## src/rtl/jtag_shift_master.sv

```systemverilog
// JTAG initiator: shifts up to MAX_BITS TMS/TDI pairs out on a divided TCK,
// captures TDO per bit, and mirrors the target TAP state for debug.
module jtag_shift_master #(
  parameter int MAX_BITS = 32,
  parameter int CLK_DIV  = 2,
  parameter int LEN_W    = $clog2(MAX_BITS + 1)
) (
  input  logic                clk_i,
  input  logic                rst_i,
  input  logic                cmd_valid_i,
  output logic                cmd_ready_o,
  input  logic [LEN_W-1:0]    cmd_len_i,
  input  logic [MAX_BITS-1:0] cmd_tms_i,
  input  logic [MAX_BITS-1:0] cmd_tdi_i,
  output logic                rsp_valid_o,
  output logic [MAX_BITS-1:0] rsp_tdo_o,
  output logic                busy_o,
  output logic [3:0]          tap_state_o,
  output logic                tck_pad_o,
  output logic                tms_pad_o,
  output logic                tdi_pad_o,
  input  logic                tdo_pad_i
);

  // Command handshake: a command transfers in any cycle where cmd_valid_i and
  // cmd_ready_o are both high; inputs are sampled only in that cycle.

  typedef enum logic [1:0] {ST_IDLE, ST_LOW, ST_HIGH, ST_DONE} state_e;

  typedef enum logic [3:0] {
    TAP_TLR   = 4'd0,  TAP_RTI   = 4'd1,  TAP_SELDR = 4'd2,  TAP_CAPDR = 4'd3,
    TAP_SHDR  = 4'd4,  TAP_EX1DR = 4'd5,  TAP_PAUDR = 4'd6,  TAP_EX2DR = 4'd7,
    TAP_UPDDR = 4'd8,  TAP_SELIR = 4'd9,  TAP_CAPIR = 4'd10, TAP_SHIR  = 4'd11,
    TAP_EX1IR = 4'd12, TAP_PAUIR = 4'd13, TAP_EX2IR = 4'd14, TAP_UPDIR = 4'd15
  } tap_e;

  localparam int                 DIV_W    = (CLK_DIV > 1) ? $clog2(CLK_DIV) : 1;
  localparam logic [DIV_W-1:0]   DIV_LAST = DIV_W'(CLK_DIV - 1);
  localparam logic [LEN_W-1:0]   LEN_MAX  = LEN_W'(MAX_BITS);

  function automatic tap_e tap_next(input tap_e s, input logic tms);
    tap_e n;
    case (s)
      TAP_TLR:   n = tms ? TAP_TLR   : TAP_RTI;
      TAP_RTI:   n = tms ? TAP_SELDR : TAP_RTI;
      TAP_SELDR: n = tms ? TAP_SELIR : TAP_CAPDR;
      TAP_CAPDR: n = tms ? TAP_EX1DR : TAP_SHDR;
      TAP_SHDR:  n = tms ? TAP_EX1DR : TAP_SHDR;
      TAP_EX1DR: n = tms ? TAP_UPDDR : TAP_PAUDR;
      TAP_PAUDR: n = tms ? TAP_EX2DR : TAP_PAUDR;
      TAP_EX2DR: n = tms ? TAP_UPDDR : TAP_SHDR;
      TAP_UPDDR: n = tms ? TAP_SELDR : TAP_RTI;
      TAP_SELIR: n = tms ? TAP_TLR   : TAP_CAPIR;
      TAP_CAPIR: n = tms ? TAP_EX1IR : TAP_SHIR;
      TAP_SHIR:  n = tms ? TAP_EX1IR : TAP_SHIR;
      TAP_EX1IR: n = tms ? TAP_UPDIR : TAP_PAUIR;
      TAP_PAUIR: n = tms ? TAP_EX2IR : TAP_PAUIR;
      TAP_EX2IR: n = tms ? TAP_UPDIR : TAP_SHIR;
      default:   n = tms ? TAP_SELDR : TAP_RTI;
    endcase
    return n;
  endfunction

  state_e              state_q, state_d;
  tap_e                tap_q, tap_d;
  logic [DIV_W-1:0]    div_q, div_d;
  logic [LEN_W-1:0]    rem_q, rem_d;
  logic [MAX_BITS-1:0] mask_q, mask_d;
  logic [MAX_BITS-1:0] tms_sh_q, tms_sh_d;
  logic [MAX_BITS-1:0] tdi_sh_q, tdi_sh_d;
  logic [MAX_BITS-1:0] cap_q, cap_d;
  logic [MAX_BITS-1:0] rsp_tdo_q, rsp_tdo_d;
  logic                rsp_valid_q, rsp_valid_d;
  logic                busy_q, busy_d;
  logic                ready_q, ready_d;
  logic                tck_q, tck_d;
  logic                tms_pad_q, tms_pad_d;
  logic                tdi_pad_q, tdi_pad_d;

  logic                accept;
  logic [LEN_W-1:0]    len_c;
  logic [MAX_BITS-1:0] cap_next;

  always_comb begin
    state_d     = state_q;
    tap_d       = tap_q;
    div_d       = div_q;
    rem_d       = rem_q;
    mask_d      = mask_q;
    tms_sh_d    = tms_sh_q;
    tdi_sh_d    = tdi_sh_q;
    cap_d       = cap_q;
    rsp_tdo_d   = rsp_tdo_q;
    rsp_valid_d = 1'b0;
    busy_d      = busy_q;
    ready_d     = ready_q;
    tck_d       = tck_q;
    tms_pad_d   = tms_pad_q;
    tdi_pad_d   = tdi_pad_q;
    accept      = cmd_valid_i & ready_q;
    len_c       = (cmd_len_i > LEN_MAX) ? LEN_MAX : cmd_len_i;
    cap_next    = tdo_pad_i ? (cap_q | mask_q) : cap_q;

    case (state_q)
      ST_IDLE, ST_DONE: begin
        state_d = ST_IDLE;
        if (accept) begin
          cap_d  = '0;
          div_d  = '0;
          mask_d = MAX_BITS'(1);
          if (len_c == '0) begin
            state_d     = ST_DONE;
            rsp_valid_d = 1'b1;
            rsp_tdo_d   = '0;
          end else begin
            state_d   = ST_LOW;
            busy_d    = 1'b1;
            ready_d   = 1'b0;
            rem_d     = len_c;
            tms_pad_d = cmd_tms_i[0];
            tdi_pad_d = cmd_tdi_i[0];
            tms_sh_d  = cmd_tms_i >> 1;
            tdi_sh_d  = cmd_tdi_i >> 1;
          end
        end
      end
      ST_LOW: begin
        if (div_q == DIV_LAST) begin
          div_d   = '0;
          state_d = ST_HIGH;
          tck_d   = 1'b1;
          // The target TAP moves on this rising edge with the TMS already on the pad.
          tap_d   = tap_next(tap_q, tms_pad_q);
        end else begin
          div_d = div_q + DIV_W'(1);
        end
      end
      ST_HIGH: begin
        if (div_q == DIV_LAST) begin
          div_d  = '0;
          tck_d  = 1'b0;
          rem_d  = rem_q - LEN_W'(1);
          mask_d = mask_q << 1;
          if (rem_q == LEN_W'(1)) begin
            state_d     = ST_DONE;
            rsp_valid_d = 1'b1;
            rsp_tdo_d   = cap_next;
            busy_d      = 1'b0;
            ready_d     = 1'b1;
          end else begin
            state_d   = ST_LOW;
            cap_d     = cap_next;
            tms_pad_d = tms_sh_q[0];
            tdi_pad_d = tdi_sh_q[0];
            tms_sh_d  = tms_sh_q >> 1;
            tdi_sh_d  = tdi_sh_q >> 1;
          end
        end else begin
          div_d = div_q + DIV_W'(1);
        end
      end
      default: state_d = ST_IDLE;
    endcase
  end

  always_ff @(posedge clk_i) begin
    if (rst_i) begin
      state_q     <= ST_IDLE;
      tap_q       <= TAP_TLR;
      div_q       <= '0;
      rem_q       <= '0;
      mask_q      <= '0;
      tms_sh_q    <= '0;
      tdi_sh_q    <= '0;
      cap_q       <= '0;
      rsp_tdo_q   <= '0;
      rsp_valid_q <= 1'b0;
      busy_q      <= 1'b0;
      ready_q     <= 1'b1;
      tck_q       <= 1'b0;
      tms_pad_q   <= 1'b1;
      tdi_pad_q   <= 1'b0;
    end else begin
      state_q     <= state_d;
      tap_q       <= tap_d;
      div_q       <= div_d;
      rem_q       <= rem_d;
      mask_q      <= mask_d;
      tms_sh_q    <= tms_sh_d;
      tdi_sh_q    <= tdi_sh_d;
      cap_q       <= cap_d;
      rsp_tdo_q   <= rsp_tdo_d;
      rsp_valid_q <= rsp_valid_d;
      busy_q      <= busy_d;
      ready_q     <= ready_d;
      tck_q       <= tck_d;
      tms_pad_q   <= tms_pad_d;
      tdi_pad_q   <= tdi_pad_d;
    end
  end

  assign cmd_ready_o = ready_q;
  assign busy_o      = busy_q;
  assign rsp_valid_o = rsp_valid_q;
  assign rsp_tdo_o   = rsp_tdo_q;
  assign tap_state_o = tap_q;
  assign tck_pad_o   = tck_q;
  assign tms_pad_o   = tms_pad_q;
  assign tdi_pad_o   = tdi_pad_q;

endmodule

```

## config.mk

```make
export PLATFORM = sky130hd
export DESIGN_NAME = jtag_shift_master
export DESIGN_NICKNAME = d
export VERILOG_FILES = /design/src/rtl/jtag_shift_master.sv
export SDC_FILE = /design/constraint.sdc
export NUM_CORES = 1
export LEC_CHECK = 0
export ABC_AREA = 1
export CORE_AREA = 4 4 156 158
export DETAILED_ROUTE_END_ITERATION = 7
export DIE_AREA = 0 0 160 162
export PLACE_DENSITY = 0.58
export SKIP_LAST_GASP = 1
export SYNTH_ARGS = -nofsm -noshare
export SYNTH_HDL_FRONTEND = slang
export SYNTH_SLANG_ARGS = --single-unit
```

## constraint.sdc

```tcl
create_clock -name clk_i -period 2.57 [get_ports clk_i]
set_clock_uncertainty 0.1 [all_clocks]
set_input_delay 0.514 -clock clk_i [delete_from_list [all_inputs] [get_ports clk_i]]
set_output_delay 0.514 -clock clk_i [all_outputs]
set_load 0.03 [all_outputs]
```

==> flow_summary_export.csv, run 1 <==
group,metric,value,unit
status,status,"finished clean",
grt,grt_pass1_vias,6786,
clock_network,cts_sinks,177,
die,fp.coreArea,23100,sq um
synthesis,synthTopCellsByArea,"dfxtp_1 45%, nand2_1 13%, nor2_1 8.8%, a21oi_1 7.7%, o21ai_0 7.7%",
die,die_x,160,microns
pwr,combinationalPowerShare,0.461,
timing,setup_tns,0,ps
synthesis,synth_cell_types,32,
route,vias,7235,
clock_network,cts-buffers-inserted,17,
synthesis,ys_seq_area_frac,0.446,
grt,antenna_found_initial,0,
die,start_util,0.344,
timing,slew_headroom,0.534,
synthesis,synthAdderAreaFrac,0.00630,
flow_run,drv_cap,0,
setup_path,crit_buf_inv,1,
die,io_pins,116,
clock_network,cts_hold_buf,0,
pwr,seqPwrFrac,0.327,
layout,stdcell_area,9850,sq um
timing,min_period_over_period,0.886,
synthesis,synth_top_area_cell,"dfxtp_1",
timing,fmax,439,MHz
route,drc,0,
grt,grt_max_degree,65,
timing,slew_viol_final,0,
setup_path,path_max_fanout,8,
die,dieArea,25900,sq um
timing,rsz0062_at_grt,"false",
route,drt-initial-drc-count,364,
pwr,p_leak,0.00401,uW
synthesis,synth_edf_count,0,
layout,antenna_cells,0,
pwr,p_sw_frac,0.424,
pwr,pwr-share-clk,0.212,
setup_path,crit_chain,"clkdlybuf4s50_1",
route,ant_nets,0,
clock_network,htree_levels,4,
synthesis,synth-simple-area-share,0.262,
clock_network,ctsResizeCount,0,
route,via_per_inst,4.71,
clock_network,clk_path_buf_depth,2,
layout,multi_input_area,3700,sq um
clock_network,clk_pin_slew,70,ps
setup_path,startpoint_type,"register",
pwr,power_switching,5230,uW
layout,register_area,3540,sq um
setup_path,slowest_delay,760,ps
grt,grt_pass1_wl,33000,microns
placed_design,hpwl,12600,microns
layout,nNetsFinal,1313,
placed_design,numPortBuffers,115,
setup_path,cp-end-kind,"output pin",
synthesis,synth-async-reset-ratio,0,
setup_path,crit_family,"buffers and inverters",
pwr,peakVddDrop,0.769,mV
clock_network,cts_tree,"built",
synthesis,synth_compound_area_frac,0.191,
layout,num-fill-cells,2403,
pwr,p_int,7100,uW
die,die_h,162,microns
synthesis,synth.area.mux_share,0,
setup_path,cp.required,1960,ps
setup_path,path_class,"register to output pin",
timing,worstMarginPinSlew,699,ps
layout,postLayoutCoreUtil,0.426,
synthesis,synth_fp_nets,1239,
layout,drive_gt1_frac,0.0545,
setup_path,arrival,1660,ps
clock_network,clock_latency,430,ps
synthesis,syn_area,7950,sq um
timing,hold_viol,0,
timing,final-setup-viol-count,0,
synthesis,ys.flop_type,"dfxtp_1",
placed_design,dpl_cell_area,9260,sq um
worst_hold_path,worst_hold_path_type,"register to register",
synthesis,syn_inst,1161,
die,rows,56,
placed_design,finalWeightedCongestion,0.814,
synthesis,synth_top_cell_area_share,0.446,
placed_design,dp_cells,1506,
layout,final_cells,1537,
synthesis,synth_area_per_cell,6.84,sq um
route,wl_per_cell,12.8,microns
grt,grt_use_total,0.150,
synthesis,yosys.area_share.xor_xnor,0.00220,
setup_path,crit_slowest_cell,"clkdlybuf4s50_1",
synthesis,yosysWarnings,0,
pwr,pwr_density_cell,1250,nW/um^2
clock_network,post_cts_buffers,0,
synthesis,synth-seq-cells,177,
synthesis,synth_top_family_by_area,"simple AND/OR/NAND/NOR gates",
clock_network,cts-root-buf,"clkbuf_16",
timing,final.min_clock_period,2280,ps
route,routed_wl,19700,microns
layout,areaGrowthSynthToFinish,24.0,%
grt,grt-ovfl-total,0,
route,drtPass1Iterations,6,
==> area by class of cell <==
cell class | count | area share
multi-input combinational | 821 | 0.375
sequential | 177 | 0.360
timing repair buffer | 133 | 0.135
clock buffer | 21 | 0.0477
tap | 290 | 0.0368
inverter | 85 | 0.0330
clock inverter | 10 | 0.0126
==> metrics by stage <==
| step | worst slack (ps) | hold WS [ps] | total power (uW) |
|---|---|---|---|
| 4_1_cts | 274 | 354 | 12500 |
| 3_3_place_gp | 121 | 337 | 9750 |
| 6_report | 294 | 350 | 12300 |
| 2_1_floorplan | 693 | 329 | 8320 |
| 5_1_grt | 236 | 369 | 13400 |
| 3_5_place_dp | 94.8 | 342 | 9820 |
==> power groups by stage <==
stage | Clock (uW) | Sequential (uW) | Combinational, uW
after floorplan | 0 | 4590 | 3730
after global placement | 0 | 4080 | 5670
after detailed placement | 0 | 4080 | 5740
after CTS | 2680 | 4030 | 5750
after global routing | 2790 | 4120 | 6440
final | 2620 | 4030 | 5680
==> layout by cell type, fill, tap and decap left out, types with 2 or more instances in the layout <==
cell type,Yosys,layout
a211oi_1,8,8
bufinv_16,0,2
nand2_1,284,284
a21oi_1,123,122
buf_12,0,4
clkbuf_16,0,17
clkinv_2,0,3
nor2_2,3,2
o21a_1,18,18
xnor2_1,2,2
nand3_2,2,3
inv_2,4,4
nand4_1,2,2
dfxtp_1,177,177
inv_6,1,3
nand3_1,45,44
nand2_2,2,2
nor2_1,186,186
clkbuf_8,0,3
o211ai_1,2,2
o21ai_0,122,122
clkinv_4,0,2
o21ai_1,11,10
inv_1,79,78
ha_1,4,3
clkdlybuf4s50_1,0,114
buf_4,7,14
==> registers in the layout, indices dropped and copies added, names as in the netlist <==
| register | cells |
|---|---|
| rem_q | 6 |
| mask_q | 32 |
| rsp_valid_o | 1 |
| state_q | 2 |
| cmd_ready_o | 1 |
| div_q | 1 |
| tms_pad_o | 1 |
| tck_pad_o | 1 |
| cap_q | 32 |
| rsp_tdo_o | 32 |
| tap_state_o | 4 |
| tms_sh_q | 31 |
| tdi_sh_q | 31 |
| busy_o | 1 |
| tdi_pad_o | 1 |
==> cell usage after synthesis, drive strengths merged (2+ instances only) <==
master and number:
buf 44, a211oi 8, dfxtp 177, o211ai 2, xnor2 2, nand2 286
inv 84, clkbuf 34, nand4 2, o21a 18, o21ai 133, nor2 189
ha 4, a21oi 124, nand3 47
==> per-layer routing <==
metal  wire length, microns  vias up  global-route usage
met4                    158        0              0.0422
met3                    933       12              0.0325
li1                       -     3858                   -
met5                      0        -                   0
met2                   8810      134               0.239
met1                   9750     3231               0.207
==> kinds of logic after synthesis <==
kind of cell	count (synthesis)
buffers and inverters	163
flip-flops	177
AO/OA/AOI/OAI	287
XOR/XNOR	2
adder cells (fa/ha/maj)	4
AND/OR/NAND/NOR	528
==> path summary, 6_finish.rpt <==
check / to / cells past startpoint / slack, ps / start
min: cap_q[21] / 2 / 350 / cap_q[21]
max: tap_state_o[1] / 1 / 290 / tap_state_o[1]
max reg2reg: rsp_tdo_o[6] / 8 / 490 / state_q[0]
min reg2reg: cap_q[21] / 2 / 350 / cap_q[21]
Note: power is estimated with default switching activity, not from simulation.
==> run 2, diff against run 1 <==
MAX_ROUTING_LAYER = met4   (was default)
==> flow_summary_export.csv, run 2 (same netlist as run 1, synthesis figures left out) <==
group,metric,value,unit
setup_path,slowest_delay,760,ps
clock_network,cts_tree,"built",
setup_path,r2r_slack,480,ps
setup_path,crit_chain,"clkdlybuf4s50_1",
pwr,p_sw_frac,0.424,
worst_hold_path,hp-start,"cap_q[21]",
layout,areaGrowthSynthToFinish,24.0,%
timing,min_period_over_period,0.886,
pwr,power_switching,5230,uW
timing,slew_viol_final,0,
pwr,peakVddDrop,0.773,mV
timing,worst_slack,292,ps
layout,drive_gt1_frac,0.0545,
clock_network,cts_hold_buf,0,
die,die_x,160,microns
setup_path,path_max_fanout,8,
pwr,pwr-share-clk,0.212,
timing,rsz0062_at_grt,"false",
timing,setup_tns,0,ps
layout,layout_common_cells,"284 x nand2_1, 186 x nor2_1, 177 x dfxtp_1, 122 x a21oi_1, 122 x o21ai_0",
placed_design,pre_cts_slack,94.8,ps
grt,grt-ovfl-total,0,
timing,final.min_clock_period,2280,ps
die,die_h,162,microns
grt,antenna_found_initial,0,
pwr,p_leak,0.00401,uW
clock_network,clock_latency,430,ps
route,ant_nets,0,
clock_network,clk_path_buf_depth,2,
pwr,combinationalPowerShare,0.461,
route,routed_wl,19700,microns
timing,worstMarginPinSlew,696,ps
pwr,pwr_density_cell,1250,nW/um^2
clock_network,ctsResizeCount,0,
grt,grt_pass1_vias,6782,
status,status,"finished clean",
setup_path,startpoint_type,"register",
placed_design,numPortBuffers,115,
flow_run,drv_cap,0,
grt,grt_max_degree,65,
setup_path,startpoint,"tap_state_o[1]",
grt,grt_use_total,0.155,
timing,slew_headroom,0.536,
timing,fmax,439,MHz
die,dieArea,25900,sq um
clock_network,clk_pin_slew,70,ps
layout,stdcell_area,9850,sq um
layout,nNetsFinal,1313,
setup_path,cp.required,1960,ps
setup_path,arrival,1660,ps
setup_path,crit_buf_inv,1,
clock_network,cts-buffers-inserted,17,
clock_network,htree_levels,4,
die,rows,56,
timing,hold_viol,0,
die,io_pins,116,
die,fp.coreArea,23100,sq um
worst_hold_path,worst_hold_path_type,"register to register",
layout,postLayoutCoreUtil,0.426,
grt,grt_pass1_wl,33100,microns
route,drc,0,
die,start_util,0.344,
layout,antenna_cells,0,
timing,final-setup-viol-count,0,
route,via_per_inst,4.75,
route,vias,7305,
pwr,p_int,7100,uW
clock_network,cts-root-buf,"clkbuf_16",
setup_path,crit_slowest_cell,"clkdlybuf4s50_1",
placed_design,finalWeightedCongestion,0.827,
pwr,seqPwrFrac,0.327,
clock_network,cts_sinks,177,
route,wl_per_cell,12.8,microns
setup_path,crit-reg2reg-launch,"state_q[0]",
setup_path,cp-end-kind,"output pin",
route,drt-initial-drc-count,395,
placed_design,dpl_cell_area,9260,sq um
setup_path,path_class,"register to output pin",
setup_path,crit_family,"buffers and inverters",
clock_network,post_cts_buffers,0,
layout,layout_commonest_cell,"nand2_1",
placed_design,hpwl,12600,microns
route,drtPass1Iterations,7,
## run 2: per-layer routing
metal	global-route usage	wire length, microns
met3	0.0330	937
met4	0.0422	161
met1	0.209	9700
met2	0.239	8860
met5	-	0
## run 2: area by class of cell
| class | instances | area, sq um |
|---|---|---|
| fillers | 2403 | 13300 |
| flip-flops and latches | 177 | 3540 |
| inverters | 85 | 325 |
| clock inverters | 10 | 124 |
| repair buffers | 133 | 1330 |
| well taps | 290 | 363 |
| clock buffers | 21 | 470 |
| multi-input cells | 821 | 3700 |
## run 2: metrics by stage
stage,power [uW],hold WS (ps),instances
2_1_floorplan,8320,329,1161
3_3_place_gp,9750,337,1506
3_5_place_dp,9820,342,1506
4_1_cts,12500,354,1537
5_1_grt,13400,369,1537
6_report,12300,350,1537
## run 2: power groups by stage
stage / registers, uW / clock network [uW] / logic [uW]
global placement: 4080 / 0 / 5670
detailed placement: 4080 / 0 / 5740
global route: 4120 / 2800 / 6440
finish: 4030 / 2620 / 5690
floorplan: 4590 / 0 / 3730
CTS: 4030 / 2680 / 5750
## run 2: path summary, 6_finish.rpt
check / end / depth (start not counted)
worst max-delay path: tap_state_o[1] / 1
worst max register to register: rsp_tdo_o[6] / 8
worst min-delay path: cap_q[21] / 2
worst min register to register: cap_q[21] / 2
